===== config.mk =====
export PLATFORM = sky130hd
export DESIGN_NAME = formant_freq_tracker
export DESIGN_NICKNAME = d
export VERILOG_FILES = /design/src/rtl/formant_freq_tracker.sv
export SDC_FILE = /design/constraint.sdc
export NUM_CORES = 1
export LEC_CHECK = 0
export ABC_AREA = 1
export BUFFER_PORTS_ARGS = -buffer_cell sky130_fd_sc_hd__buf_4
export CORE_MARGIN = 3
export CORE_UTILIZATION = 54
export CTS_BUF_LIST = sky130_fd_sc_hd__clkbuf_2
export CTS_CLUSTER_DIAMETER = 50
export DETAILED_ROUTE_END_ITERATION = 10
export PLACE_DENSITY = 0.83
export SLEW_MARGIN = 20
export SYNTH_ARGS = -nofsm -noshare
export SYNTH_HDL_FRONTEND = slang
export SYNTH_SLANG_ARGS = --single-unit

===== constraint.sdc =====
create_clock -name clk_in -period 9.5 [get_ports clk_in]
set_input_delay 0.95 -clock clk_in [delete_from_list [all_inputs] [get_ports clk_in]]
set_output_delay 0.95 -clock clk_in [all_outputs]
set_load 0.03 [all_outputs]

===== src/rtl/formant_freq_tracker.sv =====
// -----------------------------------------------------------------------------
// formant_freq_tracker
//
// Converts the four per-formant phase angles produced by the phi stage into
// smoothed integer frequencies in Hz.
//
// Processing of a frame, where phi_valid is sampled at edge T:
//   T        latch phi_1..4, busy goes high
//   T+1..T+4 one shared multiplier converts lane k = 0..3 to raw Hz
//   T+5      exponential smoothing of all lanes plus the ordering check
//   T+6      registered frame loaded, freq_valid high for one cycle
//   T+7      busy drops, a new frame may be accepted from T+8 onwards
//
// Ports
//   clk_in         system clock
//   rst_in         synchronous, active-high reset
//   phi_1..phi_4   unsigned angles, full scale 2^BIT_WIDTH represents pi rad
//   phi_valid      single-cycle frame strobe from the phi stage
//   freq_1..freq_4 smoothed frequencies in Hz, held between frames
//   freq_valid     one-cycle strobe marking a new frequency frame
//   busy           high while a frame is in flight, through freq_valid
//   order_error    raw frequencies of the last frame were not non-decreasing
//   overrun        sticky: a phi_valid arrived while busy and was dropped
// -----------------------------------------------------------------------------
module formant_freq_tracker #(
  parameter int BIT_WIDTH   = 32,
  parameter int FORMANTS    = 4,     // lane logic below is built for 4 lanes
  parameter int MAX_FREQ    = 5000,
  parameter int FREQ_WIDTH  = 16,
  parameter int ALPHA_SHIFT = 2
) (
  input  logic                  clk_in,
  input  logic                  rst_in,
  input  logic [BIT_WIDTH-1:0]  phi_1,
  input  logic [BIT_WIDTH-1:0]  phi_2,
  input  logic [BIT_WIDTH-1:0]  phi_3,
  input  logic [BIT_WIDTH-1:0]  phi_4,
  input  logic                  phi_valid,
  output logic [FREQ_WIDTH-1:0] freq_1,
  output logic [FREQ_WIDTH-1:0] freq_2,
  output logic [FREQ_WIDTH-1:0] freq_3,
  output logic [FREQ_WIDTH-1:0] freq_4,
  output logic                  freq_valid,
  output logic                  busy,
  output logic                  order_error,
  output logic                  overrun
);

  // Product of a BIT_WIDTH angle and MAX_FREQ plus the rounding half;
  // MAX_FREQ is far below 2^BIT_WIDTH so this never overflows.
  localparam int PROD_W = 2 * BIT_WIDTH;

  typedef enum logic [1:0] {
    IDLE,
    MUL,
    SMOOTH,
    OUT
  } state_t;

  state_t state, state_nxt;
  logic [1:0] lane, lane_nxt;
  logic       accept;
  logic       primed;

  logic [BIT_WIDTH-1:0]  phi_q   [FORMANTS];
  logic [FREQ_WIDTH-1:0] raw_q   [FORMANTS];
  logic [FREQ_WIDTH-1:0] y_q     [FORMANTS];
  logic [FREQ_WIDTH-1:0] y_smooth[FORMANTS];
  logic [FREQ_WIDTH-1:0] freq_q  [FORMANTS];

  logic [BIT_WIDTH-1:0]  phi_sel;
  logic [PROD_W-1:0]     product;
  logic [PROD_W-1:0]     scaled;
  logic [FREQ_WIDTH-1:0] raw_mul;

  // busy still covers the freq_valid cycle, so a strobe there is dropped.
  assign accept = (state == IDLE) && phi_valid && !busy;

  // ---------------------------------------------------------------------------
  // FSM
  // ---------------------------------------------------------------------------
  always_ff @(posedge clk_in) begin
    // NOTE: sequential state uses non-blocking assignments so every register
    // samples pre-edge values, independent of statement order.
    if (rst_in) begin
      state <= IDLE;
      lane  <= '0;
    end else begin
      state <= state_nxt;
      lane  <= lane_nxt;
    end
  end

  always_comb begin
    // NOTE: defaults first, so no path leaves a signal unassigned and no
    // latch is inferred.
    state_nxt = state;
    lane_nxt  = lane;
    unique case (state)
      IDLE: begin
        if (accept) begin
          state_nxt = MUL;
          lane_nxt  = '0;
        end
      end
      MUL: begin
        lane_nxt = lane + 2'd1;
        if (lane == 2'd3) state_nxt = SMOOTH;
      end
      SMOOTH:  state_nxt = OUT;
      OUT:     state_nxt = IDLE;
      default: state_nxt = IDLE;
    endcase
  end

  // ---------------------------------------------------------------------------
  // Shared multiplier: angle -> Hz with round-half-up and clamp at MAX_FREQ
  // ---------------------------------------------------------------------------
  always_comb begin
    phi_sel = phi_q[lane];
    product = PROD_W'(phi_sel) * PROD_W'(MAX_FREQ)
            + (PROD_W'(1) << (BIT_WIDTH - 1));
    scaled  = product >> BIT_WIDTH;
    raw_mul = (scaled > PROD_W'(MAX_FREQ)) ? FREQ_WIDTH'(MAX_FREQ)
                                           : FREQ_WIDTH'(scaled);
  end

  // ---------------------------------------------------------------------------
  // Smoothing: y += (raw - y) >>> ALPHA_SHIFT, floor shift on a signed
  // difference, so small rises stall while falls always move at least 1 LSB.
  // The result stays between y and raw, hence inside [0, MAX_FREQ].
  // ---------------------------------------------------------------------------
  always_comb begin
    logic signed [FREQ_WIDTH:0] diff;
    logic signed [FREQ_WIDTH:0] step;
    logic signed [FREQ_WIDTH:0] sum;
    diff = '0;
    step = '0;
    sum  = '0;
    for (int k = 0; k < FORMANTS; k++) begin
      diff = $signed({1'b0, raw_q[k]}) - $signed({1'b0, y_q[k]});
      step = diff >>> ALPHA_SHIFT;
      sum  = $signed({1'b0, y_q[k]}) + step;
      y_smooth[k] = (!primed || (ALPHA_SHIFT == 0)) ? raw_q[k]
                                                    : FREQ_WIDTH'(sum);
    end
  end

  // ---------------------------------------------------------------------------
  // Working storage
  // ---------------------------------------------------------------------------
  // NOTE: these arrays carry no reset; each entry is written before it is
  // read in a frame, and y_q is ignored until primed is set.
  always_ff @(posedge clk_in) begin
    if (accept) begin
      phi_q[0] <= phi_1;
      phi_q[1] <= phi_2;
      phi_q[2] <= phi_3;
      phi_q[3] <= phi_4;
    end
    if (state == MUL) raw_q[lane] <= raw_mul;
    if (state == SMOOTH) begin
      for (int k = 0; k < FORMANTS; k++) y_q[k] <= y_smooth[k];
    end
  end

  // ---------------------------------------------------------------------------
  // Outputs and status
  // ---------------------------------------------------------------------------
  always_ff @(posedge clk_in) begin
    if (rst_in) begin
      for (int k = 0; k < FORMANTS; k++) freq_q[k] <= '0;
      freq_valid  <= 1'b0;
      busy        <= 1'b0;
      order_error <= 1'b0;
      overrun     <= 1'b0;
      primed      <= 1'b0;
    end else begin
      freq_valid <= (state == OUT);

      if (accept)          busy <= 1'b1;
      else if (freq_valid) busy <= 1'b0;

      if (phi_valid && busy) overrun <= 1'b1;

      if (state == SMOOTH) begin
        order_error <= (raw_q[0] > raw_q[1]) | (raw_q[1] > raw_q[2])
                     | (raw_q[2] > raw_q[3]);
        primed      <= 1'b1;
      end

      if (state == OUT) begin
        for (int k = 0; k < FORMANTS; k++) freq_q[k] <= y_q[k];
      end
    end
  end

  assign freq_1 = freq_q[0];
  assign freq_2 = freq_q[1];
  assign freq_3 = freq_q[2];
  assign freq_4 = freq_q[3];

endmodule


# Word-level counts from Yosys, hierarchy flattened
# Memory sizes are Yosys's and may differ from the RTL's. A register that Yosys moved wholly into a read port is not among the register bits.
# Index checks and enable logic that the tools add are counted.
# classes
n_addsub	10
n_mul	1
n_lt_le_gt_ge	4
n_eq_ne	6
muxes	29
bitwise	6
reduce_logical	9
# ops
operator	count
16-bit 2-to-1 mux	8
16-bit by 16-bit subtractor with 17-bit output	4
16-bit by 15-bit adder with 16-bit output	4
16-bit greater-than comparator	3
45-bit by 32-bit adder with 46-bit output (second input constant)	1
32-bit by 10-bit multiplier with 42-bit output (second input constant)	1
14-bit by 13-bit greater-than comparator with 1-bit output (second input constant)	1
14-bit 2-to-1 mux	1
1-bit 2-to-1 mux	13
2-bit 2-to-1 mux	5
2-bit case mux with 4 select lines	1
2-bit == test (second input constant)	3
1-bit OR	6
2-bit != test (second input constant)	2
2-bit case mux with 2 select lines	1
2-bit AND reduction	2
2-bit nonzero test	2
1-bit logical AND	3
2-bit by 1-bit adder with 2-bit output (second input constant)	1
2-bit by 1-bit == test with 1-bit output (second input constant)	1
2-bit zero test	1
1-bit zero test	1
# word_totals
regBits	9
mem_bits_rw	312
in_bits	131
elab_cells	76
n_memories	4
# memory_table
name	depth	word_bits	rd	rd_ports_with_merged_regs	write_ports	line	text
phi_q	4	32	1	1	4	65	logic [BIT_WIDTH-1:0] phi_q [FORMANTS];
freq_q	4	16	4	0	4	69	logic [FREQ_WIDTH-1:0] freq_q [FORMANTS];
y_q	4	16	4	0	4	67	logic [FREQ_WIDTH-1:0] y_q [FORMANTS];
raw_q	4	14	4	0	1	66	logic [FREQ_WIDTH-1:0] raw_q [FORMANTS];

# Logic depth before layout (Yosys ltp)
# Gate-level depths: netlist of run 1.
# depth
word_depth	7
mapped_depth	43

# Least setup slack after synthesis of run 1
# No wires, ideal clock.
# synth_path
kind	register to register
startpoint	reg with a tool-made name
endpoint	mem raw_q[0][3] (netlist bit), data pin
arrival_ns	6.349
required_ns	9.240
path_slack_ns	2.891
stages_incl_launch_ff	36
synth_period_minus_slack_ns	6.609
cell_sequence	dfxtp_1 > buf_6 > inv_2 > buf_6 > clkbuf_1 > clkbuf_1 > o21ai_0 > o22ai_1 > fa_1 > ha_1 > fa_1 > ha_1 > inv_1 > fa_1 > inv_1 > ha_1 > a21oi_1 > nand2_1 > a21oi_1 > nor2_1 > nor2_1 > nand2_1 > nand2_1 > and2_1 > ha_1 > nand4_4 > nor3_4 > nand2_1 > nand2_1 > nand2_1 > nor2_2 > inv_1 > nor2_2 > nand2_4 > nand2_4 > nand2_2
# synth_rtl
element	line
end: declaration	66

==> results of run 1 <==
[stage by stage]
stage	instances	area, sq um	hold WS, ns	utilization (%)	setup WS (ns)
after floorplan	2587	23600	0.483	-	2.89
after global placement	3330	25700	0.456	60.4	2.13
after detailed placement	3330	25700	0.496	60.4	2.02
after CTS	3609	27800	0.0330	65.2	1.86
after global routing	3610	27800	0.0943	65.2	1.32
final	3610	27800	0.178	65.2	1.83
[placed cells by master (no fill, tap or decap), types with 4 or more instances in the layout]
| master | count |
|---|---|
| nand3_2 | 6 |
| clkinv_2 | 4 |
| inv_1 | 513 |
| dlygate4sd3_1 | 129 |
| xor2_1 | 35 |
| a21oi_1 | 156 |
| o22ai_1 | 9 |
| nand3b_1 | 4 |
| nand2_1 | 494 |
| nor2_4 | 4 |
| a32oi_1 | 15 |
| o221ai_1 | 7 |
| nor3_1 | 23 |
| o21bai_1 | 27 |
| nor2_1 | 162 |
| nand3_1 | 98 |
| nor2_2 | 8 |
| nand2_2 | 29 |
| fa_1 | 71 |
| conb_1 | 4 |
| inv_2 | 12 |
| xnor2_1 | 51 |
| clkinv_1 | 28 |
| ha_1 | 294 |
| and2_1 | 6 |
| nor4_1 | 4 |
| a21o_1 | 21 |
| o21ai_0 | 93 |
| a31oi_1 | 16 |
| buf_4 | 206 |
| a21oi_2 | 9 |
| nand2_4 | 5 |
| clkbuf_2 | 112 |
| nand4_1 | 14 |
| dfxtp_1 | 10 |
| o31ai_1 | 8 |
| edfxtp_1 | 312 |
[registers in the layout (all words and copies together) (netlist names), named ones only]
| signal | cells |
|---|---|
| phi_q | 128 |
| freq_q | 64 |
| y_q | 64 |
| raw_q | 56 |
| lane | 2 |
| state | 2 |
| busy | 1 |
| freq_valid | 1 |
| order_error | 1 |
| overrun | 1 |
| primed | 1 |
[critical path: cells and delay by family (launching register included)]
| family | cells | cell delay, ns |
|---|---|---|
| AND/OR/NAND/NOR | 14 | 1.81 |
| flip-flops | 1 | 0.85 |
| buffers and inverters | 4 | 0.65 |
| AO/OA/AOI/OAI | 4 | 1.34 |
| adder cells (fa/ha/maj) | 7 | 2.74 |
[cell type report]
class                   count  area [sq um]  share of cell area [%]
clock buffers             112           561                    2.02
diodes                      1          2.50                 0.00901
flip-flops and latches    323          9590                    34.5
repair buffers            335          2840                    10.2
inverters                 527          1980                    7.13
multi-input cells        1697         11900                    42.8
clock inverters            38           204                   0.734
well taps                 577           722                    2.60
[kinds of logic (layout without fill, tap and decap cells)]
logic type	count (synthesis)	count (layout)
simple gates	867	867
other cells	1	5
fa+ha+maj	366	366
buf+inv	567	1012
flops	323	323
xor+xnor	87	87
compound gates	373	373
[how the worst max path moves through the flow]
stage                                        to  slack, ns  depth (start not counted)
final                     raw_q[0][8]$_DFFE_PP_       1.83                         29
after global routing      raw_q[0][8]$_DFFE_PP_       1.32                         30
after CTS                 raw_q[0][8]$_DFFE_PP_       1.86                         29
after detailed placement  raw_q[0][8]$_DFFE_PP_       2.02                         30
after global placement    raw_q[0][8]$_DFFE_PP_       2.13                         30
after floorplan           raw_q[0][3]$_DFFE_PP_       2.89                         35
[metal layers]
metal / routed length (microns) / vias to the layer above / GRT usage (%)
met1: 22600 / 8856 / 28.9
met5: 0 / - / 0
met4: 1950 / 0 / 9.17
li1: - / 9345 / -
met3: 3320 / 143 / 4.52
met2: 29500 / 643 / 46.5
==> impl_results.md, run 1 <==
- Status: complete, no violations
- DIE AREA: 46,300 sq um
- DIE HEIGHT: between 200 and 250 microns
- Post-synthesis sequential area ratio: 40.6%
- Final setup fails: 0
- Fill cells: 3,307
- GPL Wtd Cong: 0.915
- Hold Path Cell Cnt: 3
- Rel. slew slack: 28.8%
- Insertion delay to the later sink of the worst-skew pair: 1.13 ns
- EDFF count, synth: 312
- Antenna violations before repair: 1
- R2r setup slk: 1.83 ns
- Layout cells sized above 1: roughly 14%
- Number of global-route vias before repair: just under 20,000
- Hold Path End: overrun$_SDFFE_PP0P_
- Most used cell, CP: nand2_1
- 1st-iter DRT viols: about 1,200
- Setup TNS: 0 ns
- I/O Pins: between 150 and 200
- Largest net degree at the start of global routing: between 80 and 90
- Max Slew Vio Count: 0
- CTS Hold Bufs: 129
- Hpwl dp: 40.7 mm
- Crit path time final: between 7 and 8 ns
- TritonRoute pass-1 iters: 5
- Routed wire per std cell: ~16 microns
- Seq cells post-synth: roughly 320
- Post-synthesis cell area: 23,600 sq um
- Hold Fails Final Rpt: 0
- Synth top area share: between 30% and 40%
- Synth area leader: edfxtp_1
- Ys flop type: edfxtp_1
- Synth Area in Compound Gates: between 9 and 10%
- ANT nets after route: 0
- Routed WL: between 50 and 60 mm
- Post-CTS Resized: 0
- Largest cells by area after synthesis: edfxtp_1 40%, ha_1 16%, inv_1 8.2%, nand2_1 7.9%, fa_1 6.0%
- PortBufs: 198
- RSZ-0062 raised after global routing: no
- First-pass GRT wire length: about 95 mm
- Starting Density: 55.4%
- Number of H-tree levels: 3
- GRT Total Usage: around 25%
- Gr ovfl total: 0
- Hold Path Class: in -> reg
- Nets: about 3,500
- Core Rows: 75
- Number of warnings issued by yosys: 0
- Worst setup EP type: register
- Top fanout value on the critical path: 34
- Mux share of post-synthesis cell area: 0%
- Simple-Gate Fraction of Synth Area: 16.0%
- Synth cell count leaders: 514 x inv_1, 495 x nand2_1, 312 x edfxtp_1
- Ys async rst share: 0%
- Crit path DAT: about 8.5 ns
- Skew final: 0.119 ns
- DRC: 0
- Vias: between 15,000 and 20,000
- Critical Path RT: between 10 and 15 ns
- Crit path launch type: register
- TritonCTS Buffers: 86
- Syn Area/Cell: between 9 and 10 sq um
- Num Clock Sinks: 323
- Die X-Extent: about 220 microns
- Hold_sp: phi_valid
- Root buffer cell: clkbuf_2
- Final period util: approximately four fifths
- Critical path class: reg -> reg
- Yosys cell types: 52
- Post-Synth Adder-Cell Area: a little over a fifth
- Core Region: roughly 43,000 sq um
- Worst-path clk slew: 0.10 ns
- Most frequent cell after synthesis: inv_1
- Area Overhead vs Synth: 17.6%
- Postcts setup bufs: 0
- Critical R2R Capture: raw_q[0][8]$_DFFE_PP_
- DR vias/cell: approximately 5.3
- Max cap viols: 0
- Worst slew pin tran: between 1 and 1.5 ns
- CP max stage cell: dfxtp_1
- TritonCTS clock tree: yes
- Max incr delay on CP: 0.85 ns
- Clock Tree Buf Depth: 3
- Fmax: about 130 MHz
- XOR/XNOR Fraction of Synth Area: between 3 and 4%
- Largest family of logic cells by synthesized area: adder cells
- Cells after Synth: ~2,600
- R2r worst-path depth: 29
Power of run 1 is left out: the tool's default activity adds up to more than one toggle a clock period on the data nets, which glitch-free logic cannot reach.
==> run 2, diff against run 1 <==
==> constraint.sdc (replaced) <==
create_clock -name clk_in -period 7.9 [get_ports clk_in]
set_input_delay 0.79 -clock clk_in [delete_from_list [all_inputs] [get_ports clk_in]]
set_output_delay 0.79 -clock clk_in [all_outputs]
set_load 0.03 [all_outputs]
==> run 2 against run 1 <==
  * Setup slack got worse by 1.2 ns
  * Clock skew fell by 0.022 ns
  * Clock-buffer cell count rose by 7
  * Cell count barely moved
  * Critical path type unchanged
  * Hold slack improved by 0.30 ns
  * Non-clock buffer count rose by 5
  * Routed wire length rose by 0.78%
  * Flip-flop and latch count did not move
==> impl_results.md, run 2 (same netlist as run 1, synthesis figures left out) <==
- Skew final: approximately 0.097 ns
- DIE HEIGHT: between 200 and 250 microns
- Hpwl dp: a little over 40 mm
- Crit path launch type: register
- Area Overhead vs Synth: 18.0%
- Place WS: roughly 0.6 ns
- Root buffer cell: clkbuf_2
- Insertion delay to the later sink of the worst-skew pair: 1.06 ns
- Fill cells: roughly 3,300
- I/O Pins: approximately 200
- Gr ovfl total: 0
- TritonCTS Buffers: 82
- Crit path time final: about 7.3 ns
- Hold Fails Final Rpt: 0
- TritonRoute pass-1 iters: 6
- ANT nets after route: 0
- Placed Cells: 3,334
- GRT Total Usage: 25.3%
- PortBufs: 198
- Setup TNS: 0 ns
- Nets: about 3,500
- Finished Layout Cells: 3,612
- Routed WL: around 58 mm
- Antenna violations before repair: 1
- TritonCTS clock tree: yes
- CP Depth: 34
- GPL Wtd Cong: ~0.92
- Critical Path RT: around 8.7 ns
- Placed inst area: 25,700 sq um
- Routed wire per std cell: about 16 microns
- Fmax: around 140 MHz
- Final Instance Area: between 20,000 and 30,000 sq um
- R2r setup slk: roughly 0.60 ns
- Number of H-tree levels: 3
- Max cap viols: 0
- Hold Path Cell Cnt: 2
- Die X-Extent: 215 microns
- Crit path DAT: a little over 8 ns
- Final setup fails: 0
- Crit-path leading delay family: adder cells
- Starting Density: a little under three fifths
- R2r worst-path depth: 34
- CP max stage cell: fa_1
- Final period util: between 90% and 100%
- Worst slew pin tran: about 0.85 ns
- Worst-path clk slew: 0.09 ns
- Postcts setup bufs: 0
- Vias: between 15,000 and 20,000
- Largest Register: phi_q
- Critical path class: reg -> reg
- Clock Tree Buf Depth: 3
- Most used cell, CP: nand2_1
- Largest net degree at the start of global routing: 81
- Crit path buf inv count: 6
- Core Rows: 75
- Worst setup EP type: register
- Core Region: 42,600 sq um
- Largest register FFs: around 130
- Rel. slew slack: a little over two fifths
- RSZ-0062 raised after global routing: no
- Most common library cell in the layout ignoring fill and taps: inv_1
- 1st-iter DRT viols: between 1,000 and 1,500
- Max Slew Vio Count: 0
- Num Clock Sinks: between 300 and 400
- Critical R2R Capture: raw_q[3][8]$_DFFE_PP_
- Seq. cell area: 9590 sq um
- Layout cells sized above 1: between 10 and 15%
- DRC: 0
- Hold Path Class: reg -> reg
- Status: complete, no violations
- DIE AREA: around 46,000 sq um
- Post-layout worst setup margin: 0.605 ns
- Number of global-route vias before repair: a little over 20,000
- DR vias/cell: between 5 and 6
- Top fanout value on the critical path: 36
- Hold_sp: lane[1]$_SDFFE_PP0P_
- Most frequent cells in the layout: 513 x inv_1, 494 x nand2_1, 312 x edfxtp_1
- Area of the multi-input gates: around 12,000 sq um
- First-pass GRT wire length: approximately 96 mm
- Max incr delay on CP: roughly 0.5 ns
- Top Registers: phi_q: 128 flops, freq_q: 64 flops, y_q: 64 flops
-- run 2: metal layers --
layer  share of wire, %  GRT usage [%]  routed length (microns)
met1                 39           28.5                    22400
met4                4.4           10.9                     2550
met5                  0              0                        0
met3                6.2           4.75                     3610
met2                 51           46.5                    29300
-- run 2: how the worst max path moves through the flow --
| stage | startpoint | to |
|---|---|---|
| 3_3_place_gp | register | raw_q[0][0]$_DFFE_PP_ |
| 3_5_place_dp | register | raw_q[2][7]$_DFFE_PP_ |
| 2_1_floorplan | register | raw_q[0][3]$_DFFE_PP_ |
| 4_1_cts | register | raw_q[0][7]$_DFFE_PP_ |
| 5_1_grt | register | raw_q[3][7]$_DFFE_PP_ |
| 6_report | register | raw_q[3][8]$_DFFE_PP_ |
-- run 2: per-stage QoR --
step | utilization [%] | hold slack, ns
after global placement | 60.4 | 0.455
after CTS | 65.3 | 0.315
after floorplan | - | 0.483
after detailed placement | 60.4 | 0.502
final | 65.4 | 0.477
after global routing | 65.4 | 0.404
-- run 2: what timing repair did --
item	4_1_cts	5_1_grt
hold endpoints to repair	135	0
resized for setup	0	2
setup endpoints to repair	0	17
hold buffers	130	0
-- run 2: cell type report --
| type | count | share of cell area (%) |
|---|---|---|
| Multi-Input combinational cell | 1697 | 42.7 |
| Sequential cell | 323 | 34.4 |
| Timing Repair Buffer | 340 | 10.3 |
| Inverter | 527 | 7.11 |
| Tap cell | 577 | 2.59 |
| Clock buffer | 119 | 2.14 |
| Clock inverter | 27 | 0.692 |
| Antenna cell | 2 | 0.0180 |
-- run 2: tightest hold or removal path: stages, from the launching register on --
cell and delay [ns]:
dfxtp_1 0.34, nand2_1 0.07, a21oi_1 0.06
Power of run 2 is left out for the same reason.
==> run 3, diff against run 2 <==
--- a/config.mk
+++ b/config.mk
@@ -8,11 +8,12 @@
 export ABC_AREA = 1
 export BUFFER_PORTS_ARGS = -buffer_cell sky130_fd_sc_hd__buf_4
 export CORE_MARGIN = 3
-export CORE_UTILIZATION = 54
+export CORE_UTILIZATION = 38
 export CTS_BUF_LIST = sky130_fd_sc_hd__clkbuf_2
 export CTS_CLUSTER_DIAMETER = 50
 export DETAILED_ROUTE_END_ITERATION = 10
-export PLACE_DENSITY = 0.83
+export PLACE_DENSITY = 0.65
+export SKIP_CTS_REPAIR_TIMING = 1
 export SLEW_MARGIN = 20
 export SYNTH_ARGS = -nofsm -noshare
 export SYNTH_HDL_FRONTEND = slang
==> run 3 against run 2 <==
  * Setup slack better by 0.30 ns
  * Fmax up 4.3%
  * Die area is 41% higher
  * Register-to-register slack better by 0.30 ns
  * Sequential share of layout area shrank 0.49 points
  * Critical path depth is the same
  * Clock skew up 0.030 ns
  * First-iteration DRC count is 32% lower
  * Final area is 1.4% higher
  * Critical path type unchanged
  * Largest cell class unchanged
==> impl_results.md, run 3 (same netlist as run 1, synthesis figures left out) <==
- Status: complete, no violations
- 1st-iter DRT viols: approximately 800
- Number of H-tree levels: 3
- Area of the multi-input gates: approximately 12,000 sq um
- Crit path buf inv count: 6
- GRT Total Usage: approximately 16%
- TritonRoute pass-1 iters: 5
- R2r worst-path depth: 34
- Skew final: between 0.1 and 0.15 ns
- Most common library cell in the layout ignoring fill and taps: inv_1
- Final setup fails: 0
- TritonCTS Buffers: 87
- CP max stage cell: fa_1
- Most used cell, CP: nand2_1
- Largest register FFs: ~130
- Hold Path Class: in -> reg
- Setup TNS: 0 ns
- Core Rows: 90
- Worst-path clk slew: approximately 0.12 ns
- Starting Density: 38.8%
- Vias: around 18,000
- Place WS: about 0.85 ns
- Placed Cells: between 3,000 and 4,000
- Final period util: between 80 and 90%
- Fmax: 143 MHz
- Largest Register: phi_q
- Fill cells: between 5,000 and 6,000
- Num Clock Sinks: about 320
- Worst setup EP type: register
- Die X-Extent: approximately 260 microns
- Finished Layout Cells: between 3,000 and 4,000
- Crit path launch type: register
- Insertion delay to the later sink of the worst-skew pair: between 1 and 1.5 ns
- Core Region: 60,900 sq um
- ANT nets after route: 0
- Crit path time final: roughly 7.0 ns
- Max incr delay on CP: ~0.5 ns
- CP Depth: 34
- Gr ovfl total: 0
- Crit path DAT: a little under 8 ns
- Antenna violations before repair: 3
- Root buffer cell: clkbuf_2
- PortBufs: between 150 and 200
- DR vias/cell: about 4.7
- Seq. cell area: about 9600 sq um
- Hold Fails Final Rpt: 0
- Max Slew Vio Count: 0
- Clock Tree Buf Depth: 3
- Worst setup path endpoint: raw_q[3][3]$_DFFE_PP_
- I/O Pins: approximately 200
- Top Registers: phi_q: 128 flops, freq_q: 64 flops, y_q: 64 flops
- DIE HEIGHT: about 260 microns
- Max cap viols: 0
- DRC: 0
- Post-layout worst setup margin: between 0.9 and 1 ns
- Worst slew pin tran: a little over 0.9 ns
- Area Overhead vs Synth: 19.7%
- Layout cells sized above 1: 14.4%
- Critical R2R Capture: raw_q[3][3]$_DFFE_PP_
- GPL Wtd Cong: 0.851
- Critical path class: reg -> reg
- Critical Path RT: approximately 8.7 ns
- Routed wire per std cell: approximately 14 microns
- Rel. slew slack: about two fifths
- Crit-path leading delay family: adder cells
- Top fanout value on the critical path: between 40 and 50
- R2r setup slk: between 0.9 and 1 ns
- Routed WL: 55.0 mm
- DIE AREA: between 60,000 and 70,000 sq um
- Nets: 3,481
- Largest net degree at the start of global routing: 77
- Most frequent cells in the layout: 513 x inv_1, 494 x nand2_1, 312 x edfxtp_1
- RSZ-0062 raised after global routing: no
- Number of global-route vias before repair: 17,700
- TritonCTS clock tree: yes
- First-pass GRT wire length: 85.8 mm
- Hpwl dp: between 40 and 50 mm
run 3: cell type report:
cell class / instances / share of cell area, %
Multi-Input combinational cell: 1697 / 42.0
Sequential cell: 323 / 33.9
Timing Repair Buffer: 348 / 10.4
Inverter: 527 / 7.01
Tap cell: 828 / 3.67
Clock buffer: 125 / 2.21
Clock inverter: 33 / 0.717
Antenna cell: 3 / 0.0266
run 3: worst min path at each step:
stage                                         to            startpoint  cells after the start
after floorplan                         register  lane[1]$_SDFFE_PP0P_                      2
after global routing      phi_q[3][10]$_DFFE_PP_             phi_4[10]                      2
after detailed placement    overrun$_SDFFE_PP0P_  overrun$_SDFFE_PP0P_                      2
after global placement      overrun$_SDFFE_PP0P_  overrun$_SDFFE_PP0P_                      2
after CTS                  phi_q[3][9]$_DFFE_PP_              phi_4[9]                      1
final                     phi_q[0][18]$_DFFE_PP_             phi_1[18]                      2
run 3: per-stage QoR:
| stage | hold slack, ns | area (sq um) | utilization, % |
|---|---|---|---|
| 2_1_floorplan | 0.483 | 23600 | - |
| 3_3_place_gp | 0.455 | 26100 | 42.9 |
| 3_5_place_dp | 0.472 | 26100 | 42.9 |
| 4_1_cts | -0.252 | 26900 | 44.2 |
| 5_1_grt | 0.332 | 28300 | 46.4 |
| 6_report | 0.456 | 28300 | 46.4 |
run 3: per-layer routing:
| layer | GRT usage [%] | vias to the layer above | routed length [microns] |
|---|---|---|---|
| li1 | - | 9384 | - |
| met1 | 20.7 | 8313 | 24500 |
| met2 | 28.3 | 400 | 26400 |
| met3 | 3.07 | 107 | 2530 |
| met4 | 6.01 | 0 | 1570 |
| met5 | 0 | - | 0 |
Power of run 3 is left out for the same reason.
